`config.mk`:
```
export PLATFORM = sky130hd
export DESIGN_NAME = key_press_conditioner
export DESIGN_NICKNAME = d
export VERILOG_FILES = /design/src/rtl/tug_pkg.sv /design/src/rtl/key_debounce_channel.sv /design/src/rtl/key_press_conditioner.sv
export SDC_FILE = /design/constraint.sdc
export NUM_CORES = 1
export LEC_CHECK = 0
export BUFFER_PORTS_ARGS = -buffer_cell sky130_fd_sc_hd__buf_2
export CORE_UTILIZATION = 48
export DETAILED_ROUTE_END_ITERATION = 7
export PLACE_DENSITY = 0.72
export SYNTH_ARGS = -nofsm -noshare
export SYNTH_HDL_FRONTEND = slang
export SYNTH_SLANG_ARGS = --single-unit
```
`constraint.sdc`:
```
create_clock -name clk -period 3.2 [get_ports clk]
set_input_delay 0.64 -clock clk [delete_from_list [all_inputs] [get_ports clk]]
set_output_delay 0.64 -clock clk [all_outputs]
set_load 0.05 [all_outputs]
```
`src/rtl/tug_pkg.sv`:
```
// Shared definitions for the tug-of-war design: key polarity, default debounce
// window and the debounced key state type used by input and scoring logic.
package tug_pkg;

    localparam logic KEY_ACTIVE_LEVEL        = 1'b0;
    localparam int   DEFAULT_DEBOUNCE_CYCLES = 1000000;

    typedef enum logic {
        KEY_RELEASED = 1'b0,
        KEY_PRESSED  = 1'b1
    } key_state_t;

endpackage

```
`src/rtl/key_debounce_channel.sv`:
```
// One push-button channel: 2-FF synchroniser, stability counter, debounced
// state and a single-cycle pulse on each accepted press.
module key_debounce_channel
    import tug_pkg::*;
#(
    parameter int DEBOUNCE_CYCLES = DEFAULT_DEBOUNCE_CYCLES
) (
    input  logic clk,
    input  logic reset,
    input  logic key_n,
    output logic press,
    output logic held
);

    localparam int               CNT_W    = $clog2(DEBOUNCE_CYCLES + 1);
    localparam logic [CNT_W-1:0] CNT_LAST = CNT_W'(DEBOUNCE_CYCLES - 1);

    logic             r_sync1;
    logic             r_sync2;
    logic [CNT_W-1:0] r_cnt;
    logic [CNT_W-1:0] w_cnt_nxt;
    key_state_t       r_state;
    key_state_t       w_state_nxt;
    key_state_t       w_sampled;
    logic             r_press;
    logic             w_press_nxt;
    logic             r_held;

    // Reset value 1 means "released", so a key held through reset is re-seen as a new press.
    always_ff @(posedge clk) begin
        if (reset) begin
            r_sync1 <= 1'b1;
            r_sync2 <= 1'b1;
        end else begin
            r_sync1 <= key_n;
            r_sync2 <= r_sync1;
        end
    end

    always_comb begin
        w_sampled   = (r_sync2 == KEY_ACTIVE_LEVEL) ? KEY_PRESSED : KEY_RELEASED;
        w_state_nxt = r_state;
        w_cnt_nxt   = '0;
        w_press_nxt = 1'b0;
        if (w_sampled != r_state) begin
            if (r_cnt == CNT_LAST) begin
                w_state_nxt = w_sampled;
                w_press_nxt = (w_sampled == KEY_PRESSED);
            end else begin
                w_cnt_nxt = r_cnt + 1'b1;
            end
        end
    end

    always_ff @(posedge clk) begin
        if (reset) begin
            r_state <= KEY_RELEASED;
            r_cnt   <= '0;
            r_press <= 1'b0;
            r_held  <= 1'b0;
        end else begin
            r_state <= w_state_nxt;
            r_cnt   <= w_cnt_nxt;
            r_press <= w_press_nxt;
            r_held  <= (w_state_nxt == KEY_PRESSED);
        end
    end

    assign press = r_press;
    assign held  = r_held;

endmodule

```
`src/rtl/key_press_conditioner.sv`:
```
// Player key front end: two independent debounce channels turning raw
// active-low buttons into press pulses and debounced held levels.
module key_press_conditioner
    import tug_pkg::*;
#(
    parameter int DEBOUNCE_CYCLES = DEFAULT_DEBOUNCE_CYCLES
) (
    input  logic clk,
    input  logic reset,
    input  logic key_l_n,
    input  logic key_r_n,
    output logic l_press,
    output logic r_press,
    output logic l_held,
    output logic r_held
);

    key_debounce_channel #(
        .DEBOUNCE_CYCLES(DEBOUNCE_CYCLES)
    ) u_left (
        .clk   (clk),
        .reset (reset),
        .key_n (key_l_n),
        .press (l_press),
        .held  (l_held)
    );

    key_debounce_channel #(
        .DEBOUNCE_CYCLES(DEBOUNCE_CYCLES)
    ) u_right (
        .clk   (clk),
        .reset (reset),
        .key_n (key_r_n),
        .press (r_press),
        .held  (r_held)
    );

endmodule

```
Yosys cells after proc, flatten, opt, wreduce, memory -nomap -nowiden
Cells that the tools add are included.

Register bits after elaboration: 48. Logic and storage cells: 28.

Add/subtract/negate cells: 2. Eq/ne operators: 4. Multiplexer cells: 2. Bitwise operators: 4. Reduce and logical (&&, ||, !) cells: 6.

Operators by type and width (number): $add A20 B1 Y20 const B (2); $eq A20 B20 Y1 const B (2); $reduce_or A3 Y1 (4); $not A1 Y1 (4); $reduce_and A2 Y1 (2); $mux W1 (2); $ne A1 B1 Y1 (2).

Depth between registers and ports, before layout
Gate-level depths: netlist (run 1).

Depth after elaboration: 4. Depth in mapped cells: 7. Depth with buffers taken out: 5.

Hierarchy
From an unflattened synthesis (run 1), not the netlist that was laid out.

Cell total of the unflattened synthesis: 226. Area total of the unflattened synthesis: 2129.5 um^2.

By module, submodules not included: key_debounce_channel (times used 2, cells an instance 113, area an instance 1064.8 um^2, sequential area each 480.5 um^2).

Worst setup path before layout (run 1)
Ideal clock, no wire load.

Path kind: reg-to-reg. Start: reg u_right.r_cnt[0]. End: reg u_right.r_cnt[18]. Setup time: 70 ps. Arrival: 1715 ps. Required time: 3130 ps. Setup slack: 1416 ps. Cell stages (with the launch flop): 6. Buffers on the path: 0. Clock period less this slack: 1784 ps. Cells stage by stage: dfxtp_1 > ha_1 > nand4_1 > or3_1 > or4_1 > a21oi_1.

Cells in the longest elaborated chain, start to end: 2. Elaborated cells between the ends (all ways): 3.

Ends and longest elaborated chain: start: declaration (RTL line key_debounce_channel.sv:20) `logic [CNT_W-1:0] r_cnt;`; start signal: assignment (RTL line key_debounce_channel.sv:63) `r_cnt <= w_cnt_nxt;`; parallel branches: the longest is 2 deep, another holds $add A20 B1 Y20.

Several ways; the timed one is not identified. A chain may end at the register's enable or synchronous reset.

Final worst setup path (run 1)
Start: reg u_right.r_cnt[15]. End: reg u_right.r_cnt[2].

Cells in the longest elaborated chain, start to end: 2.

Ends and longest elaborated chain: $eq A20 B20 Y1 (RTL line key_debounce_channel.sv:46) `if (r_cnt == CNT_LAST) begin`; $reduce_or A3 Y1 (no line).

No other way between the ends.

==> results.sh, run 1 <==
export IMPL_gp_congestion=0.771
export IMPL_grt_util_all_layers_pct=17.3
export IMPL_synth_most_common_cell="dfxtp_1"
export IMPL_rows=23
export IMPL_ir_worst_vdd_v=0.000269
export IMPL_cts_setup_buffers=0
export IMPL_hp_class="register to register"
export IMPL_postSynthAreaPerCell_um2=8.69
export IMPL_cpPeakStageDelay_ns=0.62
export IMPL_cts_sinks=48
export IMPL_critPathSlowestCell="a211o_1"
export IMPL_ys_types=34
export IMPL_tightestPinTransition_ns=0.626
export IMPL_yosys_warnings=0
export IMPL_m1WireLength_um=1790
export IMPL_timing_final_crit_share_pct=67.8
export IMPL_synth_largest_area_cell="dfxtp_1"
export IMPL_grt_pass1_wl_um=6040
export IMPL_fillCellCount=381
export IMPL_clockRootBuffer="clkbuf_8"
export IMPL_maxCapViolations=0
export IMPL_grt_pass1_vias=1443
export IMPL_die_area_um2=4590
export IMPL_wl_met2_um=1630
export IMPL_firstDrtPassIters=4
export IMPL_rsz0062_at_grt="no"
export IMPL_drive_above_1_share_pct=9.35
export IMPL_synth_flop_cell="dfxtp_1"
export IMPL_antenna_found_initial=0
export IMPL_fp_dieW_um=67.8
export IMPL_initial_utilization_pct=50.8
export IMPL_required_ns=3.37
export IMPL_fin_skew_ns=0.00932
export IMPL_grt_max_degree=21
export IMPL_holdWs_ns=0.414
export IMPL_cp_start_kind="register"
export IMPL_path_cells="or4_1 -> nor4_1 -> a211o_1 -> nor2_1"
export IMPL_wl_per_cell_um=12.0
export IMPL_vias=1602
export IMPL_syn_area_um2=2080
export IMPL_io_buffers=7
export IMPL_finalHoldViolations=0
export IMPL_diodes=0
export IMPL_cp_max_fo=20
export IMPL_htree_num_levels=2
export IMPL_crit_type="register to register"
export IMPL_syn_nets=245
export IMPL_synth_seq_cells=48
export IMPL_status="completed"
export IMPL_top_layer_used="met4"
export IMPL_tritoncts="built"
export IMPL_final_setup_tns_ns=0
export IMPL_ys_async_sr_fraction_pct=0
export IMPL_ioPinCount=8
export IMPL_wl_met3_um=85
export IMPL_synthTopCellsByArea="dfxtp_1, xnor2_1, nor2_1"
export IMPL_overflow=0
export IMPL_cp_arrival_ns=2.34
export IMPL_cts_buffers=5
export IMPL_end_kind="register"
export IMPL_p_per_area_nw_per_um2=441
export IMPL_multiInputGateArea_um2=1060
export IMPL_synth_top_cell_area_share_pct=46.3
export IMPL_worstSkewPairLatency_ns=0.30
export IMPL_area_delta_synth_final_pct=7.71
export IMPL_nets=251
export IMPL_dp_hpwl_um=2460
export IMPL_cts_resized=0
export IMPL_fmax_mhz=461
export IMPL_finalMaxSlewViolations=0
export IMPL_setup_violations=0
export IMPL_synthTopCellsByCount="dfxtp_1, nor2_1, nand2_1"
export IMPL_drt_iter0_drc=98
export IMPL_p_leak_uw=0.000652
export IMPL_slew_headroom_pct=58.3
export IMPL_clock_path_buffers=2
export IMPL_ant_nets=0
export IMPL_period_needed_ns=2.17
export IMPL_avgViaCountPerCell=5.41
export IMPL_core_um2=4090
export IMPL_drc_errors=0
export IMPL_hold_buffers=0
export IMPL_dieHeight_um=67.8
export IMPL_drt_total_wl_um=3560
export IMPL_syn_inst=239
export IMPL_ys_seq_area_share_pct=46.3
export IMPL_seq_area_um2=961
export IMPL_synth_edf_count=0
export IMPL_cts_clk_slew_worst_paths_ns=0.09
-- sequential cells by signal (all words and copies together), names as in the netlist --
register and flops:
u_right.press 1, u_right.r_sync2 1, u_left.press 1, u_left.r_sync2 1, u_left.r_cnt 20, u_right.r_state 1
u_right.r_sync1 1, u_left.r_state 1, u_right.r_cnt 20, u_left.r_sync1 1
-- metal layers --
| layer | global-route usage (%) | vias up |
|---|---|---|
| li1 | - | 858 |
| met1 | 20.7 | 724 |
| met2 | 29.7 | 13 |
| met3 | 4.05 | 7 |
| met4 | 6.51 | 0 |
| met5 | 0 | - |
-- cell families after synthesis --
kind of cell / synth area share (%)
buffers and inverters: 2.77
AND/OR/NAND/NOR: 30.8
adder cells (fa/ha/maj): 1.20
flip-flops: 46.3
AO/OA/AOI/OAI: 8.37
XOR/XNOR: 10.5
-- critical path: cells and delay by family (launching register included) --
family	cells	cell delay (ns)
AND/OR/NAND/NOR	3	1.05
AO/OA/AOI/OAI	1	0.62
flip-flops	1	0.36
-- per-stage QoR --
| step | utilization [%] | power, uW | cell area [um2] | setup slack (ns) | std cells |
|---|---|---|---|---|---|
| 6_report | 54.7 | 987 | 2240 | 1.03 | 296 |
| 5_1_grt | 54.7 | 1020 | 2240 | 0.836 | 296 |
| 4_1_cts | 54.7 | 999 | 2240 | 1.02 | 296 |
| 3_5_place_dp | 52.4 | 627 | 2140 | 1.02 | 288 |
| 3_3_place_gp | 52.4 | 627 | 2140 | 1.09 | 288 |
| 2_1_floorplan | - | 624 | 2080 | 1.42 | 239 |
-- cells in the final DEF (no fill, tap or decap), drive strengths merged, types with 2 or more instances in the layout --
| cell | count |
|---|---|
| a311oi | 2 |
| o21ai | 8 |
| dfxtp | 48 |
| nand3 | 9 |
| clkinvlp | 2 |
| xor2 | 9 |
| a211o | 2 |
| a21oi | 15 |
| inv | 6 |
| and3 | 3 |
| nor2 | 33 |
| or3 | 9 |
| and4 | 2 |
| xnor2 | 16 |
| or2 | 4 |
| nor4 | 9 |
| nand2 | 23 |
| nand4 | 10 |
| o31ai | 2 |
| clkbuf | 6 |
| nor4b | 2 |
| buf | 7 |
| nand3b | 2 |
| or4 | 6 |
| ha | 2 |
| nor3 | 5 |
-- worst paths after layout --
check                     from                to  slack, ns  cells past startpoint
max          u_right.r_cnt[15]  u_right.r_cnt[2]       1.03                      4
min            u_right.r_sync1   u_right.r_sync2       0.41                      1
max reg2reg  u_right.r_cnt[15]  u_right.r_cnt[2]       1.03                      4
min reg2reg    u_right.r_sync1   u_right.r_sync2       0.41                      1
-- power breakdown --
group          switching, uW  internal [uW]  total [uW]  leakage (uW)
clock                    199            175         374     0.0000434
combinational           6.85           4.10        11.0      0.000221
sequential              1.93            600         602      0.000388
-- layout make-up --
class	instances	share of cell area (%)
clock buffers	6	3.69
clock inverters	2	0.671
inverters	6	1.01
multi-input cells	177	47.3
flip-flops and latches	48	43.0
well taps	50	2.80
repair buffers	7	1.57
Note: power is estimated with default switching activity, not from simulation.
==> run 2, diff against run 1 <==
==> constraint.sdc (replaced) <==
create_clock -name clk -period 2.1 [get_ports clk]
set_input_delay 0.42 -clock clk [delete_from_list [all_inputs] [get_ports clk]]
set_output_delay 0.42 -clock clk [all_outputs]
set_load 0.05 [all_outputs]
==> run 2 against run 1 <==
  * Highest routed layer unchanged
  * Combinational power increased by 63%
  * Utilization grew 1.7 points
  * First-iteration DRC count shrank 46%
  * Critical path type unchanged
  * Via count rose by 2.4%
  * Worst setup slack got worse by 0.86 ns
  * Die area unchanged
  * Non-clock buffer count increased by 7
  * Sequential cell count stayed put
  * Final cell count up 2.4%
  * Hold slack lost 0.13 ns
==> results.sh, run 2 (synthesis results as in run 1) <==
export IMPL_maxCapViolations=0
export IMPL_timing_final_crit_share_pct=91.7
export IMPL_dieHeight_um=67.8
export IMPL_grt_max_degree=21
export IMPL_io_buffers=7
export IMPL_cp_start_kind="register"
export IMPL_end_kind="register"
export IMPL_clock_path_buffers=2
export IMPL_die_area_um2=4590
export IMPL_area_delta_synth_final_pct=11.1
export IMPL_overflow=0
export IMPL_cts_buffers=5
export IMPL_fp_dieW_um=67.8
export IMPL_crit_family="simple AND/OR/NAND/NOR gates"
export IMPL_cts_clk_slew_worst_paths_ns=0.09
export IMPL_cts_setup_buffers=0
export IMPL_tritoncts="built"
export IMPL_critPathSlowestCell="or4_1"
export IMPL_p_leak_uw=0.000697
export IMPL_ir_worst_vdd_v=0.000557
export IMPL_p_per_area_nw_per_um2=702
export IMPL_biggestRegsByFlops="u_left.r_cnt x20, u_right.r_cnt x20"
export IMPL_nets=258
export IMPL_final_cell_mix="dfxtp_1, nor2_1, nand2_1, xnor2_1, a21oi_1"
export IMPL_crit_type="register to register"
export IMPL_path_cells="nand4_1 -> or4_1 -> or4_1 -> a21oi_1"
export IMPL_hold_buffers=0
export IMPL_worstSkewPairLatency_ns=0.31
export IMPL_crit_top_cell="or4_1"
export IMPL_dp_slack_ns=0.194
export IMPL_grt_pass1_wl_um=6320
export IMPL_required_ns=2.34
export IMPL_diodes=0
export IMPL_worst_path_buf_inv=0
export IMPL_period_needed_ns=1.93
export IMPL_antenna_found_initial=0
export IMPL_drt_iter0_drc=53
export IMPL_fmax_mhz=519
export IMPL_cts_sinks=48
export IMPL_drive_above_1_share_pct=11.9
export IMPL_slew_headroom_pct=66.7
export IMPL_drc_errors=0
export IMPL_final_setup_tns_ns=0
export IMPL_cpPeakStageDelay_ns=0.67
export IMPL_clockRootBuffer="clkbuf_8"
export IMPL_cp_arrival_ns=2.17
export IMPL_finalMaxSlewViolations=0
export IMPL_ioPinCount=8
export IMPL_rows=23
export IMPL_grt_util_all_layers_pct=18.7
export IMPL_finalHoldViolations=0
export IMPL_htree_num_levels=2
export IMPL_gp_congestion=0.756
export IMPL_wl_per_cell_um=12.0
export IMPL_cp_max_fo=9
export IMPL_vias=1640
export IMPL_firstDrtPassIters=4
export IMPL_core_um2=4090
export IMPL_hp_class="input port to register"
export IMPL_rsz0062_at_grt="no"
export IMPL_initial_utilization_pct=50.8
export IMPL_setup_violations=0
export IMPL_drt_total_wl_um=3630
export IMPL_grt_pass1_vias=1519
export IMPL_status="completed"
export IMPL_fin_skew_ns=0.00806
export IMPL_dp_hpwl_um=2540
export IMPL_tightestPinTransition_ns=0.496
export IMPL_setup_ws_ns=0.175
export IMPL_cts_resized=0
export IMPL_avgViaCountPerCell=5.41
export IMPL_layout_commonest_cell="dfxtp_1"
export IMPL_ant_nets=0
run 2: where the power goes:
part / total, uW / internal [uW] / switching, uW
Sequential: 917 / 914 / 3.23
Clock: 684 / 359 / 325
Combinational: 17.9 / 7.43 / 10.5
run 2: final cells by class:
cell class	count	area (um2)
inverters	6	22.5
fillers	372	1780
multi-input cells	177	1060
repair buffers	14	87.6
flip-flops and latches	48	961
clock inverters	3	46.3
well taps	50	62.6
clock buffers	5	68.8
run 2: metrics by stage:
step | utilization, % | cells | total power (uW) | instance area [um2] | hold WS, ns
after floorplan | - | 239 | 951 | 2080 | 0.389
after global placement | 53.6 | 295 | 956 | 2190 | 0.391
after detailed placement | 53.6 | 295 | 957 | 2190 | 0.405
after CTS | 56.5 | 303 | 1650 | 2310 | 0.273
after global routing | 56.5 | 303 | 1680 | 2310 | 0.271
final | 56.5 | 303 | 1620 | 2310 | 0.283
run 2: worst paths after layout:
path                                           to  slack [ns]             start  cells after the start
worst max-delay path            u_right.r_cnt[19]        0.17  u_right.r_cnt[6]                      4
worst min-delay path               u_left.r_sync1        0.28           key_l_n                      2
worst max register to register  u_right.r_cnt[19]        0.17  u_right.r_cnt[6]                      4
worst min register to register     u_left.r_sync2        0.42    u_left.r_sync1                      1
run 2: layer usage:
metal	share of wire (%)	vias to the layer above	GRT usage, %
met4	1.7	0	7.81
met5	0	-	0
met2	47	14	32.2
met1	48	751	20.6
li1	-	870	-
met3	3.2	5	6.59
